## src/rtl/fwd_hazard_unit_if.sv

```systemverilog
// Bundle between the ID/EX pipeline control and the forwarding/hazard unit.
// Parameters must match the ones given to fwd_hazard_unit.
interface fwd_hazard_unit_if #(
    parameter int AW    = 5,
    parameter int NSRC  = 2,
    parameter int NFWD  = 2,
    parameter int CNT_W = 16
);
    localparam int SELW = $clog2(NFWD + 1);

    logic [NSRC*AW-1:0]   id_src_i;
    logic [NSRC-1:0]      id_src_vld_i;
    logic [AW-1:0]        ex_rd_i;
    logic                 ex_wb_i;
    logic                 ex_memrd_i;
    logic [NFWD*AW-1:0]   fwd_rd_i;
    logic [NFWD-1:0]      fwd_wb_i;
    logic                 hold_i;
    logic                 flush_i;
    logic                 stall_o;
    logic [NSRC*SELW-1:0] ex_fwd_sel_o;
    logic [CNT_W-1:0]     stall_cnt_o;

    modport slave (
        input  id_src_i, id_src_vld_i, ex_rd_i, ex_wb_i, ex_memrd_i,
               fwd_rd_i, fwd_wb_i, hold_i, flush_i,
        output stall_o, ex_fwd_sel_o, stall_cnt_o
    );

    modport master (
        output id_src_i, id_src_vld_i, ex_rd_i, ex_wb_i, ex_memrd_i,
               fwd_rd_i, fwd_wb_i, hold_i, flush_i,
        input  stall_o, ex_fwd_sel_o, stall_cnt_o
    );
endinterface

```

## src/rtl/fwd_hazard_unit.sv

```systemverilog
// Forwarding select precompute and load-use stall control. Selects are decided
// in ID and registered into ID/EX so EX only muxes.
module fwd_sel_lane #(
    parameter int AW   = 5,
    parameter int NFWD = 2,
    parameter int SELW = 2
) (
    input  logic [AW-1:0]      src,
    input  logic               srcVld,
    input  logic [AW-1:0]      exRd,
    input  logic               exWb,
    input  logic [NFWD*AW-1:0] fwdRd,
    input  logic [NFWD-1:0]    fwdWb,
    output logic [SELW-1:0]    nextSel,
    output logic               exHit
);
    assign exHit = srcVld && exWb && (exRd != '0) && (exRd == src);

    // Walk oldest-to-youngest so the youngest forwardable stage is left standing;
    // the oldest stage has already written the regfile and is skipped.
    always_comb begin
        nextSel = '0;
        for (int k = NFWD - 2; k >= 0; k--) begin
            if (srcVld && fwdWb[k] && (fwdRd[k*AW +: AW] != '0) &&
                (fwdRd[k*AW +: AW] == src))
                nextSel = SELW'(k + 2);
        end
        if (exHit)
            nextSel = SELW'(1);
    end
endmodule

module fwd_hazard_unit #(
    parameter int AW       = 5,
    parameter int NSRC     = 2,
    parameter int NFWD     = 2,
    parameter int LOAD_LAT = 1,
    parameter int CNT_W    = 16
) (
    input  logic            clk_i,
    input  logic            rst_i,
    fwd_hazard_unit_if.slave bus
);
    localparam int SELW = $clog2(NFWD + 1);
    localparam int LCW  = (LOAD_LAT > 1) ? $clog2(LOAD_LAT) : 1;

    typedef enum logic {IDLE, STALL} state_t;

    state_t                     state, stateNxt;
    logic [LCW-1:0]             cnt, cntNxt;
    logic [NSRC-1:0][SELW-1:0]  nextSel;
    logic [NSRC-1:0][SELW-1:0]  selQ;
    logic [NSRC-1:0]            exHit;
    logic                       loadHaz;
    logic                       stall;
    logic [CNT_W-1:0]           stallCnt;

    for (genvar j = 0; j < NSRC; j++) begin : gLane
        fwd_sel_lane #(.AW(AW), .NFWD(NFWD), .SELW(SELW)) uLane (
            .src     (bus.id_src_i[j*AW +: AW]),
            .srcVld  (bus.id_src_vld_i[j]),
            .exRd    (bus.ex_rd_i),
            .exWb    (bus.ex_wb_i),
            .fwdRd   (bus.fwd_rd_i),
            .fwdWb   (bus.fwd_wb_i),
            .nextSel (nextSel[j]),
            .exHit   (exHit[j])
        );
    end

    assign loadHaz = bus.ex_memrd_i && (|exHit);

    always_comb begin
        stall = 1'b0;
        if (rst_i && !bus.flush_i)
            stall = (state == STALL) ? 1'b1 : loadHaz;
    end

    always_comb begin
        stateNxt = state;
        cntNxt   = cnt;
        if (bus.flush_i) begin
            stateNxt = IDLE;
            cntNxt   = '0;
        end else if (!bus.hold_i) begin
            case (state)
                IDLE: begin
                    if (loadHaz && (LOAD_LAT > 1)) begin
                        stateNxt = STALL;
                        cntNxt   = LCW'(LOAD_LAT - 1);
                    end
                end
                STALL: begin
                    if (cnt == LCW'(1)) begin
                        stateNxt = IDLE;
                        cntNxt   = '0;
                    end else begin
                        cntNxt = cnt - LCW'(1);
                    end
                end
                default: begin
                    stateNxt = IDLE;
                    cntNxt   = '0;
                end
            endcase
        end
    end

    always_ff @(posedge clk_i) begin
        if (!rst_i) begin
            state <= IDLE;
            cnt   <= '0;
        end else begin
            state <= stateNxt;
            cnt   <= cntNxt;
        end
    end

    // Stalled ID instruction is not issued, so EX gets a bubble with select 0.
    always_ff @(posedge clk_i) begin
        if (!rst_i || bus.flush_i)
            selQ <= '0;
        else if (!bus.hold_i)
            selQ <= stall ? '0 : nextSel;
    end

    always_ff @(posedge clk_i) begin
        if (!rst_i)
            stallCnt <= '0;
        else if (stall && !bus.hold_i && (stallCnt != '1))
            stallCnt <= stallCnt + CNT_W'(1);
    end

    assign bus.stall_o      = stall;
    assign bus.ex_fwd_sel_o = selQ;
    assign bus.stall_cnt_o  = stallCnt;
endmodule

```

## src/flat_wrapper.sv

```systemverilog
// flat-port wrapper written by rule: the top's interface ports become plain ports
module fwd_hazard_unit_flat 
#(
    parameter int AW       = 5,
    parameter int NSRC     = 2,
    parameter int NFWD     = 2,
    parameter int LOAD_LAT = 1,
    parameter int CNT_W    = 16
)
  (clk_i, rst_i, bus_id_src_i, bus_id_src_vld_i, bus_ex_rd_i, bus_ex_wb_i, bus_ex_memrd_i, bus_fwd_rd_i, bus_fwd_wb_i, bus_hold_i, bus_flush_i, bus_stall_o, bus_ex_fwd_sel_o, bus_stall_cnt_o);
  fwd_hazard_unit_if #(.AW(AW), .NSRC(NSRC), .NFWD(NFWD), .CNT_W(CNT_W)) bus_i ();
  input  logic clk_i;
  input  logic rst_i;
  input wire logic [$bits(bus_i.id_src_i)-1:0] bus_id_src_i;
  input wire logic [$bits(bus_i.id_src_vld_i)-1:0] bus_id_src_vld_i;
  input wire logic [$bits(bus_i.ex_rd_i)-1:0] bus_ex_rd_i;
  input wire logic [$bits(bus_i.ex_wb_i)-1:0] bus_ex_wb_i;
  input wire logic [$bits(bus_i.ex_memrd_i)-1:0] bus_ex_memrd_i;
  input wire logic [$bits(bus_i.fwd_rd_i)-1:0] bus_fwd_rd_i;
  input wire logic [$bits(bus_i.fwd_wb_i)-1:0] bus_fwd_wb_i;
  input wire logic [$bits(bus_i.hold_i)-1:0] bus_hold_i;
  input wire logic [$bits(bus_i.flush_i)-1:0] bus_flush_i;
  output wire logic [$bits(bus_i.stall_o)-1:0] bus_stall_o;
  output wire logic [$bits(bus_i.ex_fwd_sel_o)-1:0] bus_ex_fwd_sel_o;
  output wire logic [$bits(bus_i.stall_cnt_o)-1:0] bus_stall_cnt_o;
  assign bus_i.id_src_i = bus_id_src_i;
  assign bus_i.id_src_vld_i = bus_id_src_vld_i;
  assign bus_i.ex_rd_i = bus_ex_rd_i;
  assign bus_i.ex_wb_i = bus_ex_wb_i;
  assign bus_i.ex_memrd_i = bus_ex_memrd_i;
  assign bus_i.fwd_rd_i = bus_fwd_rd_i;
  assign bus_i.fwd_wb_i = bus_fwd_wb_i;
  assign bus_i.hold_i = bus_hold_i;
  assign bus_i.flush_i = bus_flush_i;
  assign bus_stall_o = bus_i.stall_o;
  assign bus_ex_fwd_sel_o = bus_i.ex_fwd_sel_o;
  assign bus_stall_cnt_o = bus_i.stall_cnt_o;
  fwd_hazard_unit #(.AW(AW), .NSRC(NSRC), .NFWD(NFWD), .LOAD_LAT(LOAD_LAT), .CNT_W(CNT_W)) u_core (.clk_i(clk_i), .rst_i(rst_i), .bus(bus_i));
endmodule
```

## config.mk

```make
export PLATFORM = sky130hd
export DESIGN_NAME = fwd_hazard_unit_flat
export DESIGN_NICKNAME = d
export VERILOG_FILES = /design/src/rtl/fwd_hazard_unit_if.sv /design/src/rtl/fwd_hazard_unit.sv /design/src/flat_wrapper.sv
export SDC_FILE = /design/constraint.sdc
export NUM_CORES = 1
export LEC_CHECK = 0
export ABC_CLOCK_PERIOD_IN_PS = 2400
export CORE_UTILIZATION = 39
export CTS_CLUSTER_DIAMETER = 30
export DETAILED_ROUTE_END_ITERATION = 12
export MAX_ROUTING_LAYER = met4
export PLACE_DENSITY = 0.75
export SYNTH_ARGS = -nofsm -noshare
export SYNTH_HDL_FRONTEND = slang
export SYNTH_HIERARCHICAL = 1
export SYNTH_SLANG_ARGS = --single-unit
```

## constraint.sdc

```tcl
create_clock -name clk_i -period 2.4 [get_ports clk_i]
set_clock_uncertainty 0.05 [all_clocks]
set_input_delay 0.48 -clock clk_i [delete_from_list [all_inputs] [get_ports clk_i]]
set_output_delay 0.48 -clock clk_i [all_outputs]
set_load 0.02 [all_outputs]
```

==> run metrics <==
worst-margin pin slew 0.824 ns; critical path capture point type register; final-stage net count 284; syn avg cell area 8.66 sq um; die area 3960 sq um; minimum clock period 2.38 ns; WL/cell 14.8 um; P&R area growth vs syn 67.4%; worst hold slack 0.446 ns; DR DRC count 0; Finished Core Util 0.703; row count 21; clock-pin slew on the worst setup and hold paths 0.08 ns; Die Y-Extent 62.9 um; syn_nets 203; Buffers on Ports 49; Longest Clk Path Bufs 2; VDD IR-drop max 0.357 mV; commonest non-fill, non-tap cell in the layout buf_4; largest net degree at the start of global routing 20; DRT Pass-1 Iters 4; area of the multi-input gates 1130 sq um; vias in the first global route 1,388; leakage power 0.850 nW; sequential element share of the synthesized area 0.304; grt ovf 0; adder-cell share of the synthesized area 0.00865; Via Count 1,623; final setup vio count 0; layout cells sized above 1 0.352; PwrDens 329 nW/um^2; CTS tree built; Max Transition Viols Final 0; Critical Path AT 2.48 ns; top cell type by total area after synthesis dfxtp_1; cells along the critical path clkdlybuf4s15_1, inv_2, o41ai_4, a2111oi_4, buf_4, o21a_1, buf_6, o21ai_4, buf_6, buf_4, o31ai_2, a21oi_2; routability cong. 0.853; Yosys cell types 47; Post-Layout Inst Area 2420 sq um; total CTS buffers 3; largest cells by area after synthesis dfxtp_1 30%, xnor2_1 8.5%, mux2i_1 4.8%, nand2_1 3.1%, a21oi_1 2.8%; Starting Density 0.420; Ant. Diodes 0; Post-Syn Area 1450 sq um; f_max 421 MHz; status completed; Synth Register Bits 22; Setup crit start kind input port; TritonCTS Sinks 22; first-pass GRT wire length 6480 um; Max Cap Viol 0; post-route ant nets 0; Area after DPL 2140 sq um; DP Wirelength 2880 um; Die Span X 62.9 um; Final Hold Viols 0; ys flop type dfxtp_1; complex-gate fraction of the synthesized area 0.217; DR iter-0 viols 53; Setup CP Type in -> reg; Synth Area in XOR/XNOR 0.0969; Filler cells 252; CTS H-tree lvls 1; Setup TNS Final 0 ns; post-synthesis mux area share 0.0484; commonest non-fill, non-tap cells in the layout 34 x buf_4, 30 x clkdlybuf4s50_1, 22 x dfxtp_1, 12 x nand2_1, 9 x clkbuf_2; Min-Delay Path Class reg -> reg; post-route insts no fill 293; Placed Cells 280; I/O Pins 56; area share of the largest cell type after synthesis 0.304; yosys warns 6; Critical Path RT 2.51 ns; EDFF count, synth 0; Tcrit/Tclk final 0.990; vias per cell 5.54; antenna violations before repair 0; GRT Total Usage 0.212; Rel. slew slack 0.451; sequential cell area 440 sq um; crit-path max cell delay 0.42 ns; CORE AREA 3440 sq um; Max FO, Critical Path 6; clk root buf clkbuf_8; Post-Route WL 4350 um; clk_lat worst skew 0.27 ns; largest family of logic cells by synthesized area simple AND/OR/NAND/NOR gates; async set or reset register ratio after synthesis 0; Cells after Synth 167; critical path's slowest cell a2111oi_4; post-synthesis simple-gate area fraction 0.272
layout make-up:
| type | instances | area share |
|---|---|---|
| Inverter | 7 | 0.0109 |
| Clock buffer | 4 | 0.0227 |
| Sequential cell | 22 | 0.182 |
| Tap cell | 46 | 0.0238 |
| Multi-Input combinational cell | 130 | 0.466 |
| Timing Repair Buffer | 84 | 0.295 |
timing repair:
action,CTS,global route
setup buffers,4,5
hold buffers,0,0
endpoints found under the setup margin,17,17
pin swaps,15,18
gates resized for setup,48,55
cells by family (layout without fill, tap and decap cells):
| kind of cell | count (synthesis) | count (layout) |
|---|---|---|
| AOI/OAI and AO/OA | 41 | 41 |
| xor gates and xnor gates | 16 | 16 |
| adders and majority gates | 1 | 1 |
| buffers and inverters | 15 | 95 |
| DFF | 22 | 22 |
| muxes | 7 | 7 |
| and+or+nand+nor | 65 | 65 |
synthesized netlist by cell type (4+ instances only):
cell type,n
inv_1,7
nor3_1,4
nand2_1,12
nor4_1,4
dfxtp_1,22
nor2_1,6
buf_2,4
mux2i_1,7
a21oi_1,8
xnor2_1,14
o21ai_0,8
nand4_1,6
nand3_1,7
a22oi_1,4
per-layer routing:
| metal | track usage | routed length [um] |
|---|---|---|
| met1 | 0.267 | 1930 |
| met2 | 0.336 | 2120 |
| met3 | 0.0474 | 254 |
| met4 | 0.0610 | 40 |
| met5 | - | 0 |
path summary, 6_finish.rpt:
kind / start / end / slack, ns / cells past startpoint
worst max-delay path: bus_id_src_i[9] / u_core/bus.stall_cnt_o[5]$_SDFFE_PN0P_ / 0.02 / 12
worst max register to register: u_core/bus.stall_cnt_o[0]$_SDFFE_PN0P_ / u_core/bus.stall_cnt_o[9]$_SDFFE_PN0P_ / 0.17 / 5
worst min-delay path: u_core/cnt$_SDFFE_PP0P_ / u_core/cnt$_SDFFE_PP0P_ / 0.45 / 2
worst min register to register: u_core/cnt$_SDFFE_PP0P_ / u_core/cnt$_SDFFE_PP0P_ / 0.45 / 2
power breakdown:
| part | total, W | switching (W) | internal, W |
|---|---|---|---|
| Clock | 0.000267 | 0.000120 | 0.000147 |
| Sequential | 0.000365 | 0.000000135 | 0.000365 |
| Combinational | 0.000166 | 0.0000763 | 0.0000899 |
worst max-delay path: cells and delay by family:
family                 cells  cell delay [ns]
AOI/OAI and AO/OA          6             1.12
buffers and inverters      6             0.87
stage by stage:
stage / power (W) / setup slack (ns)
4_1_cts: 0.000784 / -0.00735
3_3_place_gp: 0.000519 / -0.765
3_5_place_dp: 0.000519 / -0.787
2_1_floorplan: 0.000426 / 0.0351
6_report: 0.000798 / 0.0237
5_1_grt: 0.000833 / -0.0754
state kept, by name (all words and copies together) (netlist names):
name and flops:
u_core/bus.ex_fwd_sel_o 4, u_core/bus.stall_cnt_o 16, u_core/cnt 1, u_core/state 1
No activity file was read; power rests on OpenSTA's default activity.
